===== src/rtl/pong_uart_pkg.sv =====
// Shared constants for the UART paddle command path: command bytes, case-fold mask, RX states.
package pong_uart_pkg;

  localparam logic [7:0] CMD_P1_UP = 8'h77;  // 'w'
  localparam logic [7:0] CMD_P1_DN = 8'h73;  // 's'
  localparam logic [7:0] CMD_P2_UP = 8'h69;  // 'i'
  localparam logic [7:0] CMD_P2_DN = 8'h6B;  // 'k'
  localparam logic [7:0] CMD_START = 8'h20;  // ' '
  localparam logic [7:0] CMD_STOP  = 8'h78;  // 'x'
  localparam logic [7:0] CASE_FOLD = 8'h20;

  localparam logic [1:0] RX_IDLE  = 2'd0;
  localparam logic [1:0] RX_START = 2'd1;
  localparam logic [1:0] RX_DATA  = 2'd2;
  localparam logic [1:0] RX_STOP  = 2'd3;

  typedef enum logic [1:0] {
    S_IDLE  = RX_IDLE,
    S_START = RX_START,
    S_DATA  = RX_DATA,
    S_STOP  = RX_STOP
  } rx_state_t;

  // Maps ASCII upper-case letters onto lower case; only meaningful for letter commands.
  function automatic logic [7:0] fold_case(input logic [7:0] b);
    return b | CASE_FOLD;
  endfunction

endpackage


===== src/rtl/uart_rx_core.sv =====
// 8N1 UART receiver with input synchronizer; pulses o_RxValid/o_FrameErr the cycle after the stop sample.
// Optional saturating frame-error counter under `UART_PADDLE_ERR_CNT_EN.
module uart_rx_core
  import pong_uart_pkg::*;
#(
  parameter int CLKS_PER_BIT = 217,
  parameter int SYNC_STAGES  = 2
) (
  input  logic       i_Clk,
  input  logic       i_Reset,
  input  logic       i_UART_RX,
  output logic [7:0] o_RxByte,
  output logic       o_RxValid,
  output logic       o_FrameErr
`ifdef UART_PADDLE_ERR_CNT_EN
  ,
  output logic [7:0] o_ErrCount
`endif
);

  localparam int CW = (CLKS_PER_BIT > 2) ? $clog2(CLKS_PER_BIT) : 1;
  localparam logic [CW-1:0] CNT_LAST = CW'(CLKS_PER_BIT - 1);
  localparam logic [CW-1:0] CNT_HALF = CW'(CLKS_PER_BIT / 2 - 1);

  logic [SYNC_STAGES-1:0] sync_q;
  logic                   rx_s;
  rx_state_t              state_q, state_d;
  logic [CW-1:0]          cnt_q, cnt_d;
  logic [2:0]             bit_q, bit_d;
  logic [7:0]             shift_q, shift_d;
  logic [7:0]             byte_q, byte_d;
  logic                   valid_d, ferr_d;

  assign rx_s     = sync_q[SYNC_STAGES-1];
  assign o_RxByte = byte_q;

  always_ff @(posedge i_Clk) begin
    if (i_Reset) begin
      sync_q     <= '1;
      state_q    <= S_IDLE;
      cnt_q      <= '0;
      bit_q      <= '0;
      shift_q    <= '0;
      byte_q     <= '0;
      o_RxValid  <= 1'b0;
      o_FrameErr <= 1'b0;
    end else begin
      sync_q     <= {sync_q[SYNC_STAGES-2:0], i_UART_RX};
      state_q    <= state_d;
      cnt_q      <= cnt_d;
      bit_q      <= bit_d;
      shift_q    <= shift_d;
      byte_q     <= byte_d;
      o_RxValid  <= valid_d;
      o_FrameErr <= ferr_d;
    end
  end

  always_comb begin
    state_d = state_q;
    cnt_d   = cnt_q;
    bit_d   = bit_q;
    shift_d = shift_q;
    byte_d  = byte_q;
    valid_d = 1'b0;
    ferr_d  = 1'b0;
    case (state_q)
      S_IDLE: begin
        if (!rx_s) begin
          state_d = S_START;
          cnt_d   = '0;
          bit_d   = '0;
        end
      end
      S_START: begin
        // A line that is high again at mid start bit was a glitch.
        if (cnt_q == CNT_HALF) begin
          cnt_d   = '0;
          state_d = rx_s ? S_IDLE : S_DATA;
        end else begin
          cnt_d = cnt_q + CW'(1);
        end
      end
      S_DATA: begin
        if (cnt_q == CNT_LAST) begin
          cnt_d   = '0;
          shift_d = {rx_s, shift_q[7:1]};
          if (bit_q == 3'd7) state_d = S_STOP;
          else               bit_d   = bit_q + 3'd1;
        end else begin
          cnt_d = cnt_q + CW'(1);
        end
      end
      S_STOP: begin
        // Sampling mid stop bit leaves half a bit to catch a back-to-back start edge.
        if (cnt_q == CNT_LAST) begin
          cnt_d   = '0;
          state_d = S_IDLE;
          if (rx_s) begin
            byte_d  = shift_q;
            valid_d = 1'b1;
          end else begin
            ferr_d = 1'b1;
          end
        end else begin
          cnt_d = cnt_q + CW'(1);
        end
      end
      default: state_d = S_IDLE;
    endcase
  end

`ifdef UART_PADDLE_ERR_CNT_EN
  logic [7:0] err_q;

  always_ff @(posedge i_Clk) begin
    if (i_Reset)                          err_q <= 8'h00;
    else if (o_FrameErr && err_q != 8'hFF) err_q <= err_q + 8'd1;
  end

  assign o_ErrCount = err_q;
`endif

endmodule


===== src/rtl/uart_paddle_cmd.sv =====
// UART RX to pong paddle/start controls: ASCII decoder plus four reloadable hold timers.
// Paddles/start follow o_RxValid by one cycle; `UART_PADDLE_ERR_CNT_EN adds o_ErrCount.
module uart_paddle_cmd
  import pong_uart_pkg::*;
#(
  parameter int CLKS_PER_BIT = 217,
  parameter int HOLD_CLKS    = 2500000,
  parameter int SYNC_STAGES  = 2
) (
  input  logic       i_Clk,
  input  logic       i_Reset,
  input  logic       i_UART_RX,
  output logic       o_Paddle_P1_Up,
  output logic       o_Paddle_P1_Down,
  output logic       o_Paddle_P2_Up,
  output logic       o_Paddle_P2_Down,
  output logic       o_StartGame,
  output logic [7:0] o_RxByte,
  output logic       o_RxValid,
  output logic       o_FrameErr
`ifdef UART_PADDLE_ERR_CNT_EN
  ,
  output logic [7:0] o_ErrCount
`endif
);

  localparam int TW = $clog2(HOLD_CLKS + 1);
  localparam logic [TW-1:0] HOLD = TW'(HOLD_CLKS);

  uart_rx_core #(
    .CLKS_PER_BIT (CLKS_PER_BIT),
    .SYNC_STAGES  (SYNC_STAGES)
  ) u_rx (
    .i_Clk      (i_Clk),
    .i_Reset    (i_Reset),
    .i_UART_RX  (i_UART_RX),
    .o_RxByte   (o_RxByte),
    .o_RxValid  (o_RxValid),
    .o_FrameErr (o_FrameErr)
`ifdef UART_PADDLE_ERR_CNT_EN
    ,
    .o_ErrCount (o_ErrCount)
`endif
  );

  logic [7:0]    cmd;
  logic          ld_p1u, ld_p1d, ld_p2u, ld_p2d, clr_all, start_d;
  logic [TW-1:0] t_p1u, t_p1d, t_p2u, t_p2d;

  assign cmd = fold_case(o_RxByte);

  always_comb begin
    ld_p1u  = 1'b0;
    ld_p1d  = 1'b0;
    ld_p2u  = 1'b0;
    ld_p2d  = 1'b0;
    clr_all = 1'b0;
    // Space is matched unfolded: folding would also alias 0x00 onto it.
    start_d = o_RxValid && (o_RxByte == CMD_START);
    if (o_RxValid) begin
      case (cmd)
        CMD_P1_UP: ld_p1u  = 1'b1;
        CMD_P1_DN: ld_p1d  = 1'b1;
        CMD_P2_UP: ld_p2u  = 1'b1;
        CMD_P2_DN: ld_p2d  = 1'b1;
        CMD_STOP:  clr_all = 1'b1;
        default: ;
      endcase
    end
  end

  function automatic logic [TW-1:0] tnext(input logic [TW-1:0] t, input logic load,
                                          input logic clr);
    if (load)         return HOLD;
    else if (clr)     return '0;
    else if (t != '0) return t - TW'(1);
    else              return t;
  endfunction

  always_ff @(posedge i_Clk) begin
    if (i_Reset) begin
      t_p1u       <= '0;
      t_p1d       <= '0;
      t_p2u       <= '0;
      t_p2d       <= '0;
      o_StartGame <= 1'b0;
    end else begin
      t_p1u       <= tnext(t_p1u, ld_p1u, ld_p1d | clr_all);
      t_p1d       <= tnext(t_p1d, ld_p1d, ld_p1u | clr_all);
      t_p2u       <= tnext(t_p2u, ld_p2u, ld_p2d | clr_all);
      t_p2d       <= tnext(t_p2d, ld_p2d, ld_p2u | clr_all);
      o_StartGame <= start_d;
    end
  end

  assign o_Paddle_P1_Up   = (t_p1u != '0);
  assign o_Paddle_P1_Down = (t_p1d != '0);
  assign o_Paddle_P2_Up   = (t_p2u != '0);
  assign o_Paddle_P2_Down = (t_p2d != '0);

endmodule

===== config.mk =====
export PLATFORM = sky130hd
export DESIGN_NAME = uart_paddle_cmd
export DESIGN_NICKNAME = d
export VERILOG_FILES = /design/src/rtl/pong_uart_pkg.sv /design/src/rtl/uart_rx_core.sv /design/src/rtl/uart_paddle_cmd.sv
export SDC_FILE = /design/constraint.sdc
export NUM_CORES = 1
export LEC_CHECK = 0
export ABC_AREA = 0
export CAP_MARGIN = 20
export CORE_MARGIN = 1.5
export CORE_UTILIZATION = 35
export CTS_CLUSTER_DIAMETER = 80
export DETAILED_ROUTE_END_ITERATION = 8
export PLACE_DENSITY = 0.56
export SLEW_MARGIN = 15
export SYNTH_ARGS = -nofsm -noshare
export SYNTH_HDL_FRONTEND = slang
export SYNTH_SLANG_ARGS = --single-unit

===== constraint.sdc =====
create_clock -name i_Clk -period 2.8 [get_ports i_Clk]
set_input_delay 0.7 -clock i_Clk [delete_from_list [all_inputs] [get_ports i_Clk]]
set_output_delay 0.7 -clock i_Clk [all_outputs]
set_load 0.005 [all_outputs]

# Word-level counts from Yosys, hierarchy flattened
# Index checks and enable logic that the tools add are counted.
[classes] n_addsub=6 n_eq_ne=18 n_mux=39 n_bitwise=6 n_reduce_logical=21
[ops] cell="two-way mux 22 bit" n=12
[ops] cell="nonzero test 22 bit" n=4
[ops] cell="subtractor 22 x 1 -> 22 bit, second input constant" n=4
[ops] cell="== test 7 x 6 -> 1 bit, second input constant" n=5
[ops] cell="two-way mux 8 bit" n=3
[ops] cell="one-hot mux 8 bit (3 select lines)" n=1
[ops] cell="OR reduction 3 bit" n=5
[ops] cell="two-way mux 1 bit" n=12
[ops] cell="two-way mux 2 bit" n=6
[ops] cell="nonzero test 3 bit" n=4
[ops] cell="two-way mux 3 bit" n=3
[ops] cell="adder 8 x 1 -> 8 bit, second input constant" n=1
[ops] cell="== test 8 x 6 -> 1 bit, second input constant" n=1
[ops] cell="== test 8 x 7 -> 1 bit, second input constant" n=1
[ops] cell="== test 8 bit, second input constant" n=1
[ops] cell="inequality test 2 x 1 -> 1 bit, second input constant" n=4
[ops] cell="one-hot mux 2 bit (4 select lines)" n=1
[ops] cell="one-hot mux 3 bit (2 select lines)" n=1
[ops] cell="AND reduction 5 bit" n=1
[ops] cell="== test 2 bit, second input constant" n=2
[ops] cell="inequality test 2 bit, second input constant" n=2
[ops] cell="bitwise OR 1 bit" n=4
[ops] cell="AND reduction 4 bit" n=1
[ops] cell="adder 3 x 1 -> 3 bit, second input constant" n=1
[ops] cell="other kinds (9)" n=10
[totals] register_bits=122 output_inout_bits=15

# Logic depth before layout (Yosys ltp)
[depth] word_depth=6 depth_mapped=8 mapped_depth_nobuf=7

# Cells and area by module
# From an unflattened synthesis, not the netlist that was laid out.
[unflattened] cells_unflattened=693 area_unflattened_um2=6117.1
[by_module_without_submodules] mod="uart_paddle_cmd" instances=1 cells_each=533 area_each_um2=4609.4 seq_area_each_um2=1781.7
[by_module_without_submodules] mod="uart_rx_core" instances=1 cells_each=160 area_each_um2=1507.7 seq_area_each_um2=660.6

# Least setup slack after synthesis
# Ideal clock, no wire load.
[synth_path] kind="reg2out" start="register t_p2d[8]" end="output port o_Paddle_P2_Down" arrival_ps=1636 setup_slack_ps=464 path_stages_with_launch=4 path_buffers=0 cell_sequence="dfxtp_1 > or4_4 > nor4b_4 > nand2_1"
[synth_between] elab_chain_len=1
[synth_rtl] item="start, declared" line="uart_paddle_cmd.sv:48" source="logic [TW-1:0] t_p1u, t_p1d, t_p2u, t_p2d;"
[synth_rtl] item="start signal, assigned" line="uart_paddle_cmd.sv:91" source="t_p2d <= tnext(t_p2d, ld_p2d, ld_p2u | clr_all);"
[synth_rtl] item="nonzero test 22 bit" line="uart_paddle_cmd.sv:99" source="assign o_Paddle_P2_Down = (t_p2d != '0);"
[synth_rtl] item="end, declared" line="uart_paddle_cmd.sv:16" source="output logic o_Paddle_P2_Down,"
# Every way passes these cells.

# Final worst setup path
[layout_path] start="register t_p1d[5]" end="output port o_Paddle_P1_Down"
[layout_between] elab_chain_len=1
[layout_rtl] item="start, declared" line="uart_paddle_cmd.sv:48"
[layout_rtl] item="start signal, assigned" line="uart_paddle_cmd.sv:89" source="t_p1d <= tnext(t_p1d, ld_p1d, ld_p1u | clr_all);"
[layout_rtl] item="nonzero test 22 bit" line="uart_paddle_cmd.sv:97" source="assign o_Paddle_P1_Down = (t_p1d != '0);"
[layout_rtl] item="end, declared" line="uart_paddle_cmd.sv:14" source="output logic o_Paddle_P1_Down,"
# Every way passes these cells.

==> impl_metrics.yaml <==
synth:
  synth_edf_count: 0
  synth_nets: 732
  ys_seq_area_share_pct: 40.28
  synth_warnings: 0
  synth_seq_cells: 122
  synth_top_area_share_pct: 40.28
  synth_cell_type_count: 59
  async_reset_ff_share_pct: 0
  synthFlopType: "dfxtp_1"
  synthTopCellsByArea: "dfxtp_1, nor2_1, xnor2_1, xor2_1, o21ai_0"
  syn_area_um2: 6063
  postSynthCellCount: 717
  synth_area_leader_cell: "dfxtp_1"
  syn_area_per_cell_um2: 8.457
floorplanning:
  start_util_pct: 36.18
  die_area_um2: 18120
  core_um2: 16760
  die_x_um: 134.6
  ios: 18
  die_h_um: 134.6
  rows: 47
timing:
  maxSlewViolCount: 0
  final-hold-violation-count: 0
  rsz0062_at_grt: "false"
  finalSetupViolCount: 0
  final.period_utilization_pct: 95.75
  relSlewSlack_pct: 57.00
  fmax_mhz: 373.0
  timing.setup.tns_ns: 0
  final_period_minus_worst_setup_slack_ns: 2.681
  worst_pin_slew_ns: 0.6287
  final.setup_skew_ns: 0.008695
worst_hold_path:
  min_path_type: "reg2reg"
drt:
  drt_iter0_drc: 311
  detail-route-antenna-nets: 0
  totalWireLength_mm: 14.26
  viasPerCell: 5.477
  first_pass_iters: 5
  routedWlPerCell_um: 14.52
  vias: 5378
  drc_errors: 0
final_layout:
  finalNetCount: 764
  layout_commonest_cell: "dfxtp_1"
  num_antenna_cells: 0
  final_cell_mix: "dfxtp_1, nor2_1, nand2_1"
  final_util_pct: 43.31
  drive_gt1_share_pct: 11.81
  syn_to_final_growth_pct: 19.71
global_route:
  grt_max_degree: 32
  grt_pass1_vias: 4999
  gr-total-overflow: 0
  track_usage_pct: 16.35
  grt_pass1_wl_mm: 24.13
  antenna_found_initial: 0
pwr:
  p_clk_share_pct: 23.5
  power_frac_seq_pct: 29.5
  combPwrFrac_pct: 47.0
  swShare_pct: 40.23
  ir_drop_mv: 0.6038
  pwr_density_cell_nw_per_um2: 1294
  power.leakage_nw: 2.669
  switching_power_mw: 3.778
  internal_power_mw: 5.614
critical_path:
  worstPathMaxFanout: 4
  worstSetupPathType: "reg2out"
  required_ns: 2.10
  cp.arrival_ns: 1.98
  startpoint_type: "flop"
  cp-end-kind: "output port"
outcome:
  outcome: "finished, final reports clean"
cts:
  clkTransAtPathRegs_ns: 0.05
  cts_sinks: 122
  hold_buffers: 0
  cts_max_level: 4
  root_buffer: "clkbuf_16"
  clockBufferDepth: 2
  insertion_delay_ns: 0.42
  cts_tree: "yes"
  cts-buffers-inserted: 17
placed_design:
  gp_congestion: 0.8338
  dp_hpwl_mm: 9.744
  port_buffers: 17
flow_run:
  maxCapViolations: 0
-- worst max-delay path, cell delays in order (launching register included) --
cell	delay, ns
dfxtp_1	0.34
or4_4	0.59
nor4_4	0.26
nand2b_1	0.11
dlygate4sd2_1	0.27
-- power groups by stage --
| stage | combinational [mW] | sequential, mW | clock (mW) |
|---|---|---|---|
| 2_1_floorplan | 3.14 | 2.64 | 0 |
| 3_3_place_gp | 4.09 | 2.73 | 0 |
| 3_5_place_dp | 4.17 | 2.76 | 0 |
| 4_1_cts | 4.36 | 2.75 | 2.26 |
| 5_1_grt | 4.89 | 2.84 | 2.34 |
| 6_report | 4.41 | 2.77 | 2.21 |
-- registers in the layout, summed over array words and instances, names as in the netlist, named ones only --
signal,cells
t_p1d,22
t_p1u,22
t_p2d,22
t_p2u,22
u_rx.cnt_q,8
u_rx.o_RxByte,8
u_rx.shift_q,8
u_rx.bit_q,3
u_rx.sync_q,2
o_StartGame,1
u_rx.o_FrameErr,1
u_rx.o_RxValid,1
u_rx.state_q,1
-- kinds of logic (layout without fill, tap and decap cells) --
group / after synthesis / after routing / synth area share [%]
flip-flops: 122 / 122 / 40.28
AO/OA/AOI/OAI: 139 / 139 / 13.99
multiplexers: 10 / 10 / 1.672
XOR/XNOR: 62 / 62 / 8.956
AND/OR/NAND/NOR: 328 / 328 / 29.86
buffers and inverters: 44 / 89 / 2.765
adder cells (fa/ha/maj): 12 / 12 / 2.476
-- synth_stat cells (13+ instances only) --
master and count:
a21oi_1 36, clkbuf_1 23, dfxtp_1 122, inv_1 18, nand2_1 57, nand3_1 23, nand4_1 13, nor2_1 86
nor3_1 28, nor4_1 19, o21ai_0 44, or3_1 13, xnor2_1 31, xor2_1 31
-- routing by layer --
metal,up-vias,track usage (%),wire (um)
met5,-,0,0
met4,0,6.989,345
met3,26,3.453,457
met2,110,26.13,6617
met1,2569,21.39,6841
li1,2673,-,-
-- final timing paths --
check | from | endpoint | slack, ns | cells past startpoint
worst min-delay path | u_rx.sync_q[0] | u_rx.sync_q[1] | 0.41 | 1
worst min register to register | u_rx.sync_q[0] | u_rx.sync_q[1] | 0.41 | 1
worst max-delay path | t_p1d[5] | o_Paddle_P1_Down | 0.12 | 4
worst max register to register | t_p2d[11] | t_p2d[9] | 0.48 | 6
-- per-stage QoR --
step	setup slack [ns]	hold slack, ns	power, mW	std cells	area [um^2]
final	0.1190	0.4119	9.392	982	7258
after global routing	0.03839	0.4347	10.07	982	7258
after CTS	0.006147	0.4142	9.366	981	7222
after detailed placement	0.2599	0.4011	6.924	947	6564
after global placement	0.2539	0.4000	6.821	947	6564
after floorplan	0.4636	0.3895	5.786	717	6063
-- area by class of cell --
type	instances	area [um^2]
inverters	18	67.56
multi-input cells	551	3527
fillers	1654	9502
flip-flops and latches	122	2442
well taps	220	275.3
clock buffers	20	446.7
clock inverters	12	148.9
repair buffers	39	350.3
-- timing repair --
action                                 4_1_cts  5_1_grt
buffers inserted                             2        1
resized for setup                           11        6
endpoints found under the hold margin        0        0
setup endpoints to repair                    3        2
pin swaps                                    3        3
No activity file was read; power rests on OpenSTA's default activity.
